### src/rtl/icache_refill_unit.sv
// icache_refill_unit
// Memory-side responder for ICache misses: takes one miss at a time, reads the
// line as BEATS sequential bus beats (one outstanding request), assembles them
// LSB-first and hands the line back together with its aligned address and way.

module icache_refill_unit #(
   parameter int PLEN        = 32,
   parameter int LINE_WIDTH  = 256,
   parameter int BUS_WIDTH   = 32,
   parameter int WAY_WIDTH   = 2,
   parameter int INDEX_WIDTH = 6
) (
   input  logic                   clk_i,
   input  logic                   rst_i,
   // miss request from the frontend
   input  logic                   miss_req_valid_i,
   output logic                   miss_req_ready_o,
   input  logic [PLEN-1:0]        miss_req_paddr_i,
   input  logic [WAY_WIDTH-1:0]   miss_req_victim_way_i,
   input  logic [INDEX_WIDTH-1:0] miss_req_index_i,
   // refill back to the ICache
   output logic                   refill_valid_o,
   input  logic                   refill_ready_i,
   output logic [PLEN-1:0]        refill_paddr_o,
   output logic [WAY_WIDTH-1:0]   refill_way_o,
   output logic [LINE_WIDTH-1:0]  refill_data_o,
   // memory bus
   output logic                   mem_req_valid_o,
   input  logic                   mem_req_ready_i,
   output logic [PLEN-1:0]        mem_req_addr_o,
   input  logic                   mem_rsp_valid_i,
   output logic                   mem_rsp_ready_o,
   input  logic [BUS_WIDTH-1:0]   mem_rsp_data_i,
   // status
   output logic                   busy_o
);

   localparam int LINE_BYTES = LINE_WIDTH / 8;
   localparam int OFF        = $clog2(LINE_BYTES);
   localparam int BEATS      = LINE_WIDTH / BUS_WIDTH;
   localparam int BEAT_BYTES = BUS_WIDTH / 8;
   localparam int CNT_W      = (BEATS > 1) ? $clog2(BEATS) : 1;

   localparam logic [CNT_W-1:0] LAST_BEAT = CNT_W'(BEATS - 1);
   localparam logic [PLEN-1:0]  OFF_MASK  = PLEN'(LINE_BYTES - 1);

   typedef enum logic [1:0] {
      S_IDLE,
      S_MEM_REQ,
      S_MEM_WAIT,
      S_REFILL
   } state_t;

   state_t                r_state;
   state_t                w_next_state;
   logic [PLEN-1:0]       r_base;
   logic [WAY_WIDTH-1:0]  r_way;
   logic [CNT_W-1:0]      r_cnt;
   logic [LINE_WIDTH-1:0] r_line;

   logic                  w_miss_fire;
   logic                  w_req_fire;
   logic                  w_beat_fire;
   logic                  w_refill_fire;
   logic                  w_last_beat;
   logic [PLEN-1:0]       w_beat_offset;

   assign w_miss_fire   = miss_req_valid_i && miss_req_ready_o;
   assign w_req_fire    = mem_req_valid_o && mem_req_ready_i;
   // A response only counts while waiting for one; anything else on the bus is dropped.
   assign w_beat_fire   = mem_rsp_valid_i && mem_rsp_ready_o;
   assign w_refill_fire = refill_valid_o && refill_ready_i;
   assign w_last_beat   = (r_cnt == LAST_BEAT);
   assign w_beat_offset = PLEN'(r_cnt) * PLEN'(BEAT_BYTES);

   // State register; reset abandons any in-flight beat.
   // NOTE: sequential state uses non-blocking (<=) so every flop samples pre-edge values.
   always_ff @(posedge clk_i or posedge rst_i) begin
      if (rst_i) r_state <= S_IDLE;
      else       r_state <= w_next_state;
   end

   // Next-state logic.
   // NOTE: every always_comb output gets a default first so no path infers a latch.
   always_comb begin
      w_next_state = r_state;
      case (r_state)
         S_IDLE:     if (w_miss_fire)   w_next_state = S_MEM_REQ;
         S_MEM_REQ:  if (w_req_fire)    w_next_state = S_MEM_WAIT;
         S_MEM_WAIT: if (w_beat_fire)   w_next_state = w_last_beat ? S_REFILL : S_MEM_REQ;
         S_REFILL:   if (w_refill_fire) w_next_state = S_IDLE;
         default:                       w_next_state = S_IDLE;
      endcase
   end

   // Handshake outputs decoded from the state register.
   always_comb begin
      miss_req_ready_o = 1'b0;
      mem_req_valid_o  = 1'b0;
      mem_rsp_ready_o  = 1'b0;
      refill_valid_o   = 1'b0;
      case (r_state)
         S_IDLE:     miss_req_ready_o = 1'b1;
         S_MEM_REQ:  mem_req_valid_o  = 1'b1;
         S_MEM_WAIT: mem_rsp_ready_o  = 1'b1;
         S_REFILL:   refill_valid_o   = 1'b1;
         default:    ;
      endcase
   end

   // Miss capture, beat counter and line assembly (beat 0 lands in the LSBs).
   // NOTE: the line buffer is cleared on reset and on each accept so no stale beats leak.
   always_ff @(posedge clk_i or posedge rst_i) begin
      if (rst_i) begin
         r_base <= '0;
         r_way  <= '0;
         r_cnt  <= '0;
         r_line <= '0;
      end else if (w_miss_fire) begin
         r_base <= miss_req_paddr_i & ~OFF_MASK;
         r_way  <= miss_req_victim_way_i;
         r_cnt  <= '0;
         r_line <= '0;
      end else if (w_beat_fire) begin
         for (int b = 0; b < BEATS; b++) begin
            if (r_cnt == CNT_W'(b)) r_line[b*BUS_WIDTH +: BUS_WIDTH] <= mem_rsp_data_i;
         end
         // The counter stops on the last beat; the next accept restarts it.
         if (!w_last_beat) r_cnt <= r_cnt + CNT_W'(1);
      end
   end

   // Base is line-aligned, so the beat address never carries past the top of memory.
   assign mem_req_addr_o = r_base + w_beat_offset;
   assign refill_paddr_o = r_base;
   assign refill_way_o   = r_way;
   assign refill_data_o  = r_line;
   assign busy_o         = (r_state != S_IDLE);

   // The separately supplied index must agree with the address it came from.
   a_index_consistent : assert property (@(posedge clk_i) disable iff (rst_i)
      w_miss_fire |-> (miss_req_index_i == miss_req_paddr_i[OFF +: INDEX_WIDTH]));

   // Valid/ready outputs are always known once out of reset.
   a_valids_known : assert property (@(posedge clk_i) disable iff (rst_i)
      !$isunknown({miss_req_ready_o, refill_valid_o, mem_req_valid_o, mem_rsp_ready_o}));

endmodule

### config.mk
export PLATFORM = sky130hd
export DESIGN_NAME = icache_refill_unit
export DESIGN_NICKNAME = d
export VERILOG_FILES = /design/src/rtl/icache_refill_unit.sv
export SDC_FILE = /design/constraint.sdc
export NUM_CORES = 1
export LEC_CHECK = 0
export BUFFER_PORTS_ARGS = -buffer_cell sky130_fd_sc_hd__buf_4
export CORE_MARGIN = 2
export CORE_UTILIZATION = 25
export DETAILED_ROUTE_END_ITERATION = 16
export PLACE_DENSITY = 0.43
export SLEW_MARGIN = 20
export SYNTH_ARGS = -nofsm -noshare
export SYNTH_HDL_FRONTEND = slang
export SYNTH_SLANG_ARGS = --single-unit
### constraint.sdc
create_clock -name clk_i -period 13.6 [get_ports clk_i]
set_input_delay 2.72 -clock clk_i [delete_from_list [all_inputs] [get_ports clk_i]]
set_output_delay 2.72 -clock clk_i [all_outputs]
set_load 0.02 [all_outputs]
==> run_results.csv, run 1 <==
group,metric,value,unit
final_layout,fin_util,33.6,%
setup_path,slowest_delay,0.84,ns
timing,period_share,33.3,%
timing,setup_slack,9.07,ns
outcome,outcome,"complete, no violations",
final_layout,final_area,16800,sq um
hold_path,min_path_type,"reg -> reg",
clock_network,post_cts_resized,0,
setup_path,cp_max_fo,103,
clock_network,cts.sinks,290,
placement,place_hpwl,32700,um
setup_path,crit_arrival,5.11,ns
floorplanning,num_io_pins,405,
setup_path,required,14.18,ns
routing,num_vias,11000,
setup_path,crit_path_start_kind,"primary input",
yosys,ys_seq_area_share,57.8,%
floorplanning,die_h,228,um
floorplanning,die_w,228,um
final_layout,layout_common_cells,"407 x buf_4, 289 x dfrtp_1, 193 x a21oi_1",
timing,min_period,4.53,ns
yosys,synth_top_cell_by_area,"dfrtp_1",
clock_network,clockBufferDepth,3,
floorplanning,start_util,25.2,%
yosys,async_flop_share,100,%
routing,dr.pass1.iters,5,
global_route,antenna_found_initial,1,
clock_network,cts_made_buffers,37,
final_layout,areaGrowthSynthToFinish,33.6,%
yosys,synth_area_leaders,"dfrtp_1 58%, a21oi_1 7.7%, nand3_1 7.7%",
global_route,grt_pass1_wl,77400,um
timing,relSlewSlack,32.1,%
final_layout,nets,1666,
routing,initialDrtViolationCount,948,
final_layout,layout_commonest_cell,"buf_4",
floorplanning,placementRows,82,
floorplanning,die_area,52000,sq um
setup_path,cp_common_cell,"buf_4",
power,powerDensity,200,nW/um^2
yosys,synth_top_cell_area_share,57.8,%
routing,drc,0,
power,power_leakage,7.78,nW
timing,max_freq,221,MHz
clock_network,htreeDepth,2,
timing,hold_viol,0,
clock_network,ctsRootBufferMaster,"clkbuf_16",
clock_network,worstSkewPairLatency,0.56,ns
timing,worst_pin_slew,1.02,ns
placement,post-place-ws,8.38,ns
setup_path,critical_path_class,"in -> async",
final_layout,instances_no_fill,2281,
floorplanning,core,49900,sq um
setup_path,cp-end-kind,"asynchronous set/reset pin",
yosys,yosysUniqueCellTypes,29,
yosys,synth_edf_count,0,
yosys,syn-cell-area,12600,sq um
power,power,3.35,mW
clock_network,postCtsHoldBufs,0,
timing,finClkSkew,0.0240,ns
timing,rsz0062_at_grt,"false",
flow_run,cap_violations,0,
global_route,grt_max_degree,104,
clock_network,clk_pin_slew,0.06,ns
yosys,syn_area_per_cell,9.51,sq um
routing,vias_per_cell,4.84,
timing,finalSetupViolations,0,
global_route,grt_pass1_vias,10600,
setup_path,r2r_slack,10.27,ns
placement,dp.cells,2215,
timing,tns,0,ns
global_route,overflow,0,
yosys,yosysWarnings,0,
setup_path,slowest_stage,"buf_4",
timing,holdWs,0.515,ns
placement,placed_area,15500,sq um
yosys,postSynthCellCount,1320,
timing,slew_violations,0,
clock_network,cts_tree,"built",
routing,postRouteAntennaNets,0,
yosys,ys_ff_latch,290,
final_layout,layout-drive-gt1-share,31.3,%
yosys,synth_flop_cell,"dfrtp_1",
clock_network,cts_setup_buffers,0,
placement,port_buffers,386,
placement,place.gp.congestion,0.745,
routing,routed_wl,53300,um
final_layout,layout.filler_cells,5267,
routing,routedWlPerCell,23.4,um
power,peakVddDrop,0.0000901,V
setup_path,path_cells,"buf_4, inv_8, buf_4, buf_4",
global_route,grt_util_all_layers,20.0,%
==> registers in the layout (all words and copies together) (netlist names) <==
| name | cells |
|---|---|
| refill_data_o | 256 |
| refill_way_o | 2 |
| refill_paddr_o | 27 |
| r_cnt | 3 |
| r_state | 2 |
==> Yosys cell counts, types with 6 or more instances <==
| cell type | count |
|---|---|
| a21oi_1 | 193 |
| buf_2 | 46 |
| buf_4 | 35 |
| clkbuf_1 | 79 |
| clkbuf_2 | 22 |
| dfrtp_1 | 290 |
| ha_1 | 6 |
| inv_1 | 7 |
| mux2_2 | 12 |
| mux2_4 | 17 |
| nand2_1 | 191 |
| nand3_1 | 192 |
| nor2_1 | 6 |
| o21ai_0 | 192 |
==> power by group <==
| part | leakage [nW] | switching (mW) | internal [mW] | total (mW) |
|---|---|---|---|---|
| sequential | 3.96 | 0.138 | 1.02 | 1.16 |
| clock | 0.602 | 0.397 | 0.612 | 1.01 |
| combinational | 3.22 | 0.763 | 0.421 | 1.18 |
==> routing by layer <==
layer  global-route usage [%]  vias to the layer above  routed length [um]
li1                         -                     4980                   -
met4                     5.11                        0                1060
met5                        0                        -                   0
met1                     27.4                     5615               23300
met3                     4.64                       65                3320
met2                     31.8                      372               25600
==> final timing paths <==
path	startpoint	end	cells after the start
hold / removal	refill_way_o[0]	refill_way_o[0]	1
setup / recovery	rst_i	refill_data_o[44]	4
max in group clk_i	r_state[1]	busy_o	3
min in group asynchronous	rst_i	refill_paddr_o[5]	2
hold reg to reg	refill_way_o[0]	refill_way_o[0]	1
setup reg to reg	r_cnt[2]	refill_data_o[230]	6
==> worst max-delay path: cells and delay by family <==
| family | cells | cell delay [ns] |
|---|---|---|
| buffers and inverters | 4 | 2.26 |
==> area by class of cell <==
cell class	instances	area [sq um]	area share, %
antenna	1	2.50	0.0149
clock buffer	58	1140	6.78
clock inverter	7	95.1	0.567
inverter	7	36.3	0.216
multi-input combinational	839	4350	25.9
sequential	290	7260	43.3
tap	672	841	5.01
timing repair buffer	407	3060	18.2
==> logic make-up after synthesis <==
logic type,share of synthesized area [%]
AND/OR/NAND/NOR,14.7
AO/OA/AOI/OAI,15.5
flip-flops,57.8
buffers and inverters,7.85
multiplexers,3.45
adder cells (fa/ha/maj),0.598
other,0.0299
XOR/XNOR,0.0698
Note: power is estimated with default switching activity, not from simulation.
==> run 2, diff against run 1 <==
==> constraint.sdc (replaced) <==
create_clock -name clk_i -period 4.4 [get_ports clk_i]
set_input_delay 0.88 -clock clk_i [delete_from_list [all_inputs] [get_ports clk_i]]
set_output_delay 0.88 -clock clk_i [all_outputs]
set_load 0.02 [all_outputs]
==> run_results.csv, run 2 (same netlist as run 1, synthesis figures left out) <==
group,metric,value,unit
outcome,outcome,"complete, no violations",
clock_network,postCtsHoldBufs,0,
timing,period_share,59.8,%
setup_path,crit-reg2reg-launch,"r_cnt[2]",
setup_path,rr_worst_depth,5,
setup_path,r2r_slack,1.90,ns
timing,min_period,2.63,ns
routing,drc,0,
timing,max_freq,380,MHz
timing,rsz0062_at_grt,"false",
timing,relSlewSlack,33.3,%
final_layout,antenna_cells,0,
setup_path,crit_path_start_kind,"register",
routing,dr.pass1.iters,6,
clock_network,cts_setup_buffers,0,
power,power_leakage,7.82,nW
setup_path,cp-end-kind,"output port",
placement,placed_area,15600,sq um
global_route,grt_util_all_layers,20.0,%
global_route,grt_pass1_wl,77200,um
global_route,grt_max_degree,130,
hold_path,min_path_type,"in -> async",
placement,place.gp.congestion,0.728,
setup_path,critical_path_class,"reg -> out",
setup_path,crit_arrival,1.75,ns
timing,hold_viol,0,
final_layout,layout_commonest_cell,"buf_4",
floorplanning,placementRows,82,
flow_run,cap_violations,0,
final_layout,areaGrowthSynthToFinish,34.3,%
floorplanning,core,49900,sq um
power,power,10.4,mW
setup_path,required,3.52,ns
routing,routedWlPerCell,23.3,um
floorplanning,die_w,228,um
routing,vias_per_cell,4.78,
routing,num_vias,10900,
final_layout,nets,1670,
clock_network,cts.sinks,290,
clock_network,cts_made_buffers,38,
floorplanning,start_util,25.2,%
final_layout,final_area,16900,sq um
setup_path,worst_r2r_endpoint,"refill_data_o[139]",
global_route,overflow,0,
clock_network,htreeDepth,2,
setup_path,cp_max_fo,18,
timing,finalSetupViolations,0,
timing,finClkSkew,0.0130,ns
global_route,antenna_found_initial,0,
final_layout,layout_common_cells,"405 x buf_4, 289 x dfrtp_1, 193 x a21oi_1",
final_layout,final-seq-area,7260,sq um
setup_path,startpoint,"r_state[1]",
clock_network,clockBufferDepth,3,
power,p_comb_share,36.1,%
routing,routed_wl,53300,um
power,p_seq_share,33.9,%
clock_network,ctsRootBufferMaster,"clkbuf_16",
routing,initialDrtViolationCount,980,
final_layout,layout-drive-gt1-share,31.3,%
final_layout,largest_register_ffs,256,
power,peakVddDrop,0.000289,V
clock_network,post_cts_resized,0,
clock_network,clk_pin_slew,0.06,ns
timing,holdWs,0.415,ns
final_layout,layout.filler_cells,5182,
power,power.net_switching,4.01,mW
floorplanning,num_io_pins,405,
clock_network,cts_tree,"built",
floorplanning,die_h,228,um
global_route,grt_pass1_vias,10600,
placement,place_hpwl,32800,um
timing,tns,0,ns
placement,port_buffers,386,
setup_path,critPathCapture,"busy_o",
final_layout,multiInputGateArea,4350,sq um
routing,postRouteAntennaNets,0,
power,internal_power,6.40,mW
clock_network,worstSkewPairLatency,0.55,ns
floorplanning,die_area,52000,sq um
power,powerDensity,617,nW/um^2
timing,worst_pin_slew,1.00,ns
timing,slew_violations,0,
power,clkPwrFrac,30.0,%
power,netSwitchingFraction,38.5,%
[run 2: layout make-up]
type / instances / area share [%]
Tap cell: 672 / 4.99
Timing Repair Buffer: 410 / 18.6
Inverter: 7 / 0.193
Multi-Input combinational cell: 839 / 25.8
Clock buffer: 59 / 6.84
Sequential cell: 290 / 43.1
Clock inverter: 7 / 0.519
[run 2: worst min-delay path by stage]
stage	slack (ns)	end	cells after the start	startpoint
after global routing	0.43	refill_paddr_o[22]	2	rst_i
final	0.42	refill_paddr_o[22]	2	rst_i
after floorplan	0.61	refill_data_o[181]	2	refill_data_o[181]
after detailed placement	0.50	refill_way_o[0]	1	refill_way_o[0]
after CTS	0.40	refill_paddr_o[22]	2	rst_i
after global placement	0.50	refill_way_o[0]	1	refill_way_o[0]
[run 2: stage by stage]
| stage | cells | utilization (%) | worst slack (ns) |
|---|---|---|---|
| 2_1_floorplan | 1326 | - | -0.327 |
| 3_3_place_gp | 2218 | 31.3 | 1.73 |
| 3_5_place_dp | 2218 | 31.3 | 1.69 |
| 4_1_cts | 2284 | 33.8 | 1.72 |
| 5_1_grt | 2284 | 33.8 | 1.65 |
| 6_report | 2284 | 33.8 | 1.77 |
[run 2: power groups by stage]
stage / clock network (mW) / registers, mW / logic, mW
after CTS: 3.23 / 3.53 / 3.79
after floorplan: 0 / 4.06 / 1.80
after detailed placement: 0 / 3.57 / 3.79
after global placement: 0 / 3.56 / 3.78
final: 3.13 / 3.52 / 3.75
after global routing: 3.34 / 3.61 / 3.98
[run 2: worst max-delay path, cell delays in order (launching register included)]
cell     delay [ns]
dfrtp_1        0.57
nor2_1         0.39
inv_1          0.08
buf_4          0.16
[run 2: per-layer routing]
| layer | up-vias | GRT usage, % | wire length [um] |
|---|---|---|---|
| met5 | - | 0 | 0 |
| met4 | 0 | 4.72 | 1140 |
| met3 | 65 | 4.99 | 3660 |
| met2 | 365 | 31.7 | 25400 |
| met1 | 5497 | 27.4 | 23100 |
| li1 | 4986 | - | - |
